==> src/rtl/hack_pc_sequencer.sv <==
// Hack CPU program-counter sequencer: fetches each instruction from ROM over a
// req/ack handshake, holds it for the datapath and applies the branch decision.
module hack_pc_sequencer #(
  parameter int                ADDR_W            = 15,
  parameter logic [ADDR_W-1:0] RESET_VECTOR      = {ADDR_W{1'b0}},
  parameter bit                HALT_ON_SELF_JUMP = 1'b1
) (
  input  logic              clk,
  input  logic              rst_n,
  input  logic              run,
  output logic [ADDR_W-1:0] rom_addr,
  output logic              rom_req,
  input  logic              rom_ack,
  input  logic [15:0]       rom_data,
  output logic [15:0]       instr,
  output logic              instr_valid,
  input  logic              exec_done,
  input  logic              jump,
  input  logic [15:0]       a_reg,
  output logic [ADDR_W-1:0] pc,
  output logic              halted,
  output logic [31:0]       retired_cnt
);

  typedef enum logic [1:0] {
    S_IDLE  = 2'd0,
    S_FETCH = 2'd1,
    S_EXEC  = 2'd2,
    S_HALT  = 2'd3
  } state_t;

  state_t            state_q, state_d;
  logic [ADDR_W-1:0] pc_q, pc_d;
  logic [15:0]       instr_q, instr_d;
  logic [31:0]       retired_q, retired_d;
  logic              rom_req_q, rom_req_d;
  logic              instr_valid_q, instr_valid_d;
  logic              halted_q, halted_d;

  logic [ADDR_W-1:0] target_s;
  logic              self_jump_s;
  logic              unused_a_reg_s;

  assign target_s       = a_reg[ADDR_W-1:0];
  assign unused_a_reg_s = ^a_reg;
  // The halt idiom keeps pc where it is, which loading the target already does.
  assign self_jump_s    = HALT_ON_SELF_JUMP && jump && (target_s == pc_q);

  // Next-state, PC, instruction latch and retire counter.
  always_comb begin
    state_d   = state_q;
    pc_d      = pc_q;
    instr_d   = instr_q;
    retired_d = retired_q;
    case (state_q)
      S_IDLE: begin
        if (run) begin
          state_d = S_FETCH;
        end else begin
          state_d = S_IDLE;
        end
      end
      S_FETCH: begin
        if (rom_ack) begin
          instr_d = rom_data;
          state_d = S_EXEC;
        end else begin
          state_d = S_FETCH;
        end
      end
      S_EXEC: begin
        if (exec_done) begin
          retired_d = retired_q + 32'd1;
          if (jump) begin
            pc_d = target_s;
          end else begin
            pc_d = pc_q + {{(ADDR_W-1){1'b0}}, 1'b1};
          end
          if (self_jump_s) begin
            state_d = S_HALT;
          end else if (run) begin
            state_d = S_FETCH;
          end else begin
            state_d = S_IDLE;
          end
        end else begin
          state_d = S_EXEC;
        end
      end
      S_HALT: begin
        state_d = S_HALT;
      end
      default: begin
        state_d = S_IDLE;
      end
    endcase
    // Strobes are decoded from the next state so they are registered.
    rom_req_d     = (state_d == S_FETCH);
    instr_valid_d = (state_d == S_EXEC);
    halted_d      = (state_d == S_HALT);
  end

  // State and output registers; reset abandons any fetch in flight.
  always_ff @(posedge clk or negedge rst_n) begin
    if (!rst_n) begin
      state_q       <= S_IDLE;
      pc_q          <= RESET_VECTOR;
      instr_q       <= 16'h0000;
      retired_q     <= 32'd0;
      rom_req_q     <= 1'b0;
      instr_valid_q <= 1'b0;
      halted_q      <= 1'b0;
    end else begin
      state_q       <= state_d;
      pc_q          <= pc_d;
      instr_q       <= instr_d;
      retired_q     <= retired_d;
      rom_req_q     <= rom_req_d;
      instr_valid_q <= instr_valid_d;
      halted_q      <= halted_d;
    end
  end

  assign rom_addr    = pc_q;
  assign pc          = pc_q;
  assign rom_req     = rom_req_q;
  assign instr       = instr_q;
  assign instr_valid = instr_valid_q;
  assign halted      = halted_q;
  assign retired_cnt = retired_q;

endmodule

==> config.mk <==
export PLATFORM = sky130hd
export DESIGN_NAME = hack_pc_sequencer
export DESIGN_NICKNAME = d
export VERILOG_FILES = /design/src/rtl/hack_pc_sequencer.sv
export SDC_FILE = /design/constraint.sdc
export NUM_CORES = 1
export LEC_CHECK = 0
export BUFFER_PORTS_ARGS = -buffer_cell sky130_fd_sc_hd__buf_2
export CAP_MARGIN = 20
export CORE_MARGIN = 3
export CORE_UTILIZATION = 52
export CTS_BUF_LIST = sky130_fd_sc_hd__clkbuf_2 sky130_fd_sc_hd__clkbuf_4 sky130_fd_sc_hd__clkbuf_8
export DETAILED_ROUTE_END_ITERATION = 10
export GPL_TIMING_DRIVEN = 0
export HOLD_SLACK_MARGIN = 0.12
export PLACE_DENSITY = 0.82
export SYNTH_ARGS = -nofsm -noshare
export SYNTH_HDL_FRONTEND = slang
export SYNTH_SLANG_ARGS = --single-unit
==> constraint.sdc <==
create_clock -name clk -period 2.25 [get_ports clk]
set_input_delay 0.225 -clock clk [delete_from_list [all_inputs] [get_ports clk]]
set_output_delay 0.225 -clock clk [all_outputs]
set_load 0.005 [all_outputs]
==> impl_metrics.toml <==
[cells_and_area]
fillers = 518
drive_gt1_share_pct = 30.38
area_growth_pct = 29.79
nNetsFinal = 555
multi_input_comb_area_um2 = 1605
antenna_cells = 0
final-seq-area_um2 = 1702
utilization_pct = 70.81

[worst_setup_path]
cp_max_fo = 10
crit_chain = "buf_6, nand3b_4, nor4_1, nand4_1, xnor2_1"
slowest_stage = "nor4_1"
cp-startpoint = "state_q[0]"
worst_path_largest_cell_delay_ns = 0.88
end_kind = "register"
required_ns = 2.48
reg2reg_from = "state_q[0]"
crit_type = "reg2reg"
crit_arrival_ns = 2.30
crit_path_start_kind = "register"

[synthesis]
synth_fa_ha_area_share_pct = 0.7102
ys_async_sr_fraction_pct = 100.0
synth-simple-area-share_pct = 24.08
synth-xor-area-share_pct = 11.43
yosysWarnings = 0
synth.cell_area_um2 = 3523
synth_fp_nets = 410
seq_area_frac_synth_pct = 48.30
synth_ff_type = "dfrtp_1"
ys_ff_latch = 68
syn_inst = 370
synth_edf_count = 0
synth-compound-area-share_pct = 8.487
synth_mux_area_share_pct = 0.8523
synth_top_family_by_area = "simple AND/OR/NAND/NOR gates"
avgSynthCellArea_um2 = 9.523
ys_types = 46

[clock_network]
cts_resized = 0
insertion_delay_ns = 0.33
cts_setup_buffers = 0
cts_buffer_depth = 2
cts_root_buf = "clkbuf_8"
cts_buffers = 9
cts_tree = "yes"
clk_pin_slew_ns = 0.08
cts_sinks = 68
h-tree-depth = 3

[drt]
drc = 0
via_per_inst = 5.489
drtIter0Drc = 113
ant_nets = 0
num_vias = 3277
routed_wirelength_um = 8908
dr.pass1.iters = 4
routedWlPerCell_um = 14.92

[power]
swShare_pct = 35.36
p_leak_uw = 0.002347
p_comb_share_pct = 35.6
clkPwrFrac_pct = 22.2
peakVddDrop_uv = 636.7
power.internal_uw = 2893
power_switching_uw = 1583
power_density_nw_per_um2 = 978.6
seqPwrFrac_pct = 42.2

[sta]
max_freq_mhz = 482.0
slew_headroom_pct = 32.48
slew_viol_final = 0
finalCritPeriodShare_pct = 92.21
final.setup.tns_ns = 0
hold_violations = 0
rsz0062_at_grt = "no"
fin_crit_ns = 2.075
setup_viol = 0
tightest_slew_ns = 1.003
fin_worst_skew_ns = 0.01156

[grt]
antenna_found_initial = 0
grt_max_degree = 69
grt_pass1_vias = 3103
grt_use_total_pct = 23.22
grt_remaining_overflow = 0
grt_pass1_wl_um = 14390

[placed_design]
dp_hpwl_um = 6263
gp_congestion = 0.8800
io_buffer_count = 117

[floorplanning]
core-area_um2 = 6459
initial_utilization_pct = 54.55
num_io_pins = 119
die_y_um = 88.32
rows = 29
die_w_um = 88.32
dieArea_um2 = 7800

[run_status]
status = "finished, final reports clean"

[hold_path]
hold_class = "in2reg"
min-delay-start = "a_reg[0]"

[job]
maxCapViolCount = 0
-- metrics by stage --
stage	cells	area, um^2	setup WS [ns]	hold WS [ns]	power [uW]
after detailed placement	564	4208	0.2315	0.3865	3472
after global routing	597	4573	0.06999	0.1560	4790
final	597	4573	0.1753	0.1598	4475
after CTS	597	4573	0.2325	0.1534	4488
after global placement	564	4205	0.2577	0.4159	3408
after floorplan	370	3523	0.6153	-0.07059	2782
-- worst max-delay path, delay by kind of cell (launching register included) --
family,cells,cell delay (ns)
xor gates and xnor gates,1,0.17
buffers and inverters,1,0.14
DFF,1,0.38
and+or+nand+nor,3,1.29
-- per-layer routing --
metal	share of wire, %	GRT usage [%]	routed length, um	vias to the layer above
li1	-	-	-	1575
met1	43	31.18	3866	1547
met2	48	37.87	4233	139
met3	7.1	3.445	636	16
met4	1.9	9.478	172	0
met5	0	0	0	-
-- kinds of logic (layout without fill, tap and decap cells) --
group / Yosys count / after routing
AND/OR/NAND/NOR: 166 / 166
buffers and inverters: 40 / 190
AO/OA/AOI/OAI: 45 / 45
multiplexers: 3 / 3
flip-flops: 68 / 68
XOR/XNOR: 46 / 46
adder cells (fa/ha/maj): 2 / 2
-- flip-flops by register name, indices dropped and copies added (netlist names) --
name	cells
instr	16
instr_valid	1
pc	15
retired_cnt	32
rom_req	1
state_q	2
halted	1
-- Yosys cell counts (2+ instances only) --
cell	instances	area, um^2
nand3_1	23	115.1
buf_2	2	10.01
nand2_1	68	255.2
a32oi_1	3	26.28
or4_1	2	15.01
nor2_1	13	48.80
inv_1	6	22.52
nor3_1	9	45.04
nand4_1	18	112.6
and2_1	2	12.51
xor2_1	11	96.34
nor3b_1	2	15.01
a31oi_1	3	18.77
mux2i_1	3	30.03
dfrtp_1	68	1702
a311oi_1	2	17.52
nor4_1	4	25.02
xnor2_1	35	306.5
o21ai_0	12	60.06
a211o_1	3	26.28
o211ai_1	2	15.01
a22oi_1	3	22.52
and4_1	4	35.03
clkbuf_1	13	48.80
ha_1	2	25.02
a21oi_1	9	45.04
buf_1	2	7.510
and3_1	11	68.82
nor3_2	4	40.04
buf_4	15	112.6
-- layout by cell type, fill, tap and decap left out, types with 2 or more instances in the layout --
cell	netlist	final
a31oi_1	3	3
ha_1	2	2
nor3_1	9	9
a21oi_1	9	9
nor3b_1	2	2
xor2_1	11	11
nand3_1	23	23
nor3_2	4	4
clkinv_2	0	2
xnor2_1	35	35
nand2_1	68	68
clkbuf_8	0	9
buf_2	2	118
clkbuf_1	13	13
buf_4	15	16
dlygate4sd3_1	0	17
inv_1	6	6
clkinvlp_4	0	2
nor2_1	13	13
and4_1	4	4
mux2i_1	3	3
buf_1	2	2
nand4_1	18	18
and2_1	2	2
o211ai_1	2	2
or4_1	2	2
dfrtp_1	68	68
a211o_1	3	3
a32oi_1	3	3
o21ai_0	12	12
and3_1	11	11
a22oi_1	3	3
a311oi_1	2	2
nor4_1	4	4
-- power groups by stage --
stage,Combinational (uW),Sequential [uW],Clock [uW]
after global placement,1530,1880,0
after floorplan,905,1880,0
after global routing,1800,1940,1060
after CTS,1610,1880,1010
final,1590,1890,993
after detailed placement,1570,1900,0
-- layout make-up --
type	instances	share of cell area (%)
buffer	33	4.159
clock buffer	10	2.873
clock inverter	6	1.395
inverter	7	0.5746
multi-input combinational	262	35.10
sequential	68	37.21
tap	77	2.107
timing repair buffer	134	16.58
-- repair_timing --
action	CTS	global route
hold buffers	17	0
setup endpoints to repair	0	0
hold endpoints to repair	84	0
-- worst paths after layout --
| kind | endpoint | slack [ns] | cells past startpoint |
|---|---|---|---|
| max | retired_cnt[31] | 0.18 | 5 |
| min reg2reg | instr[0] | 0.47 | 2 |
| max in group asynchronous | pc[12] | 1.15 | 2 |
| max reg2reg | retired_cnt[31] | 0.18 | 5 |
| min | pc[0] | 0.16 | 3 |
| min in group asynchronous | retired_cnt[28] | 0.55 | 2 |
Note: power is estimated with default switching activity, not from simulation.
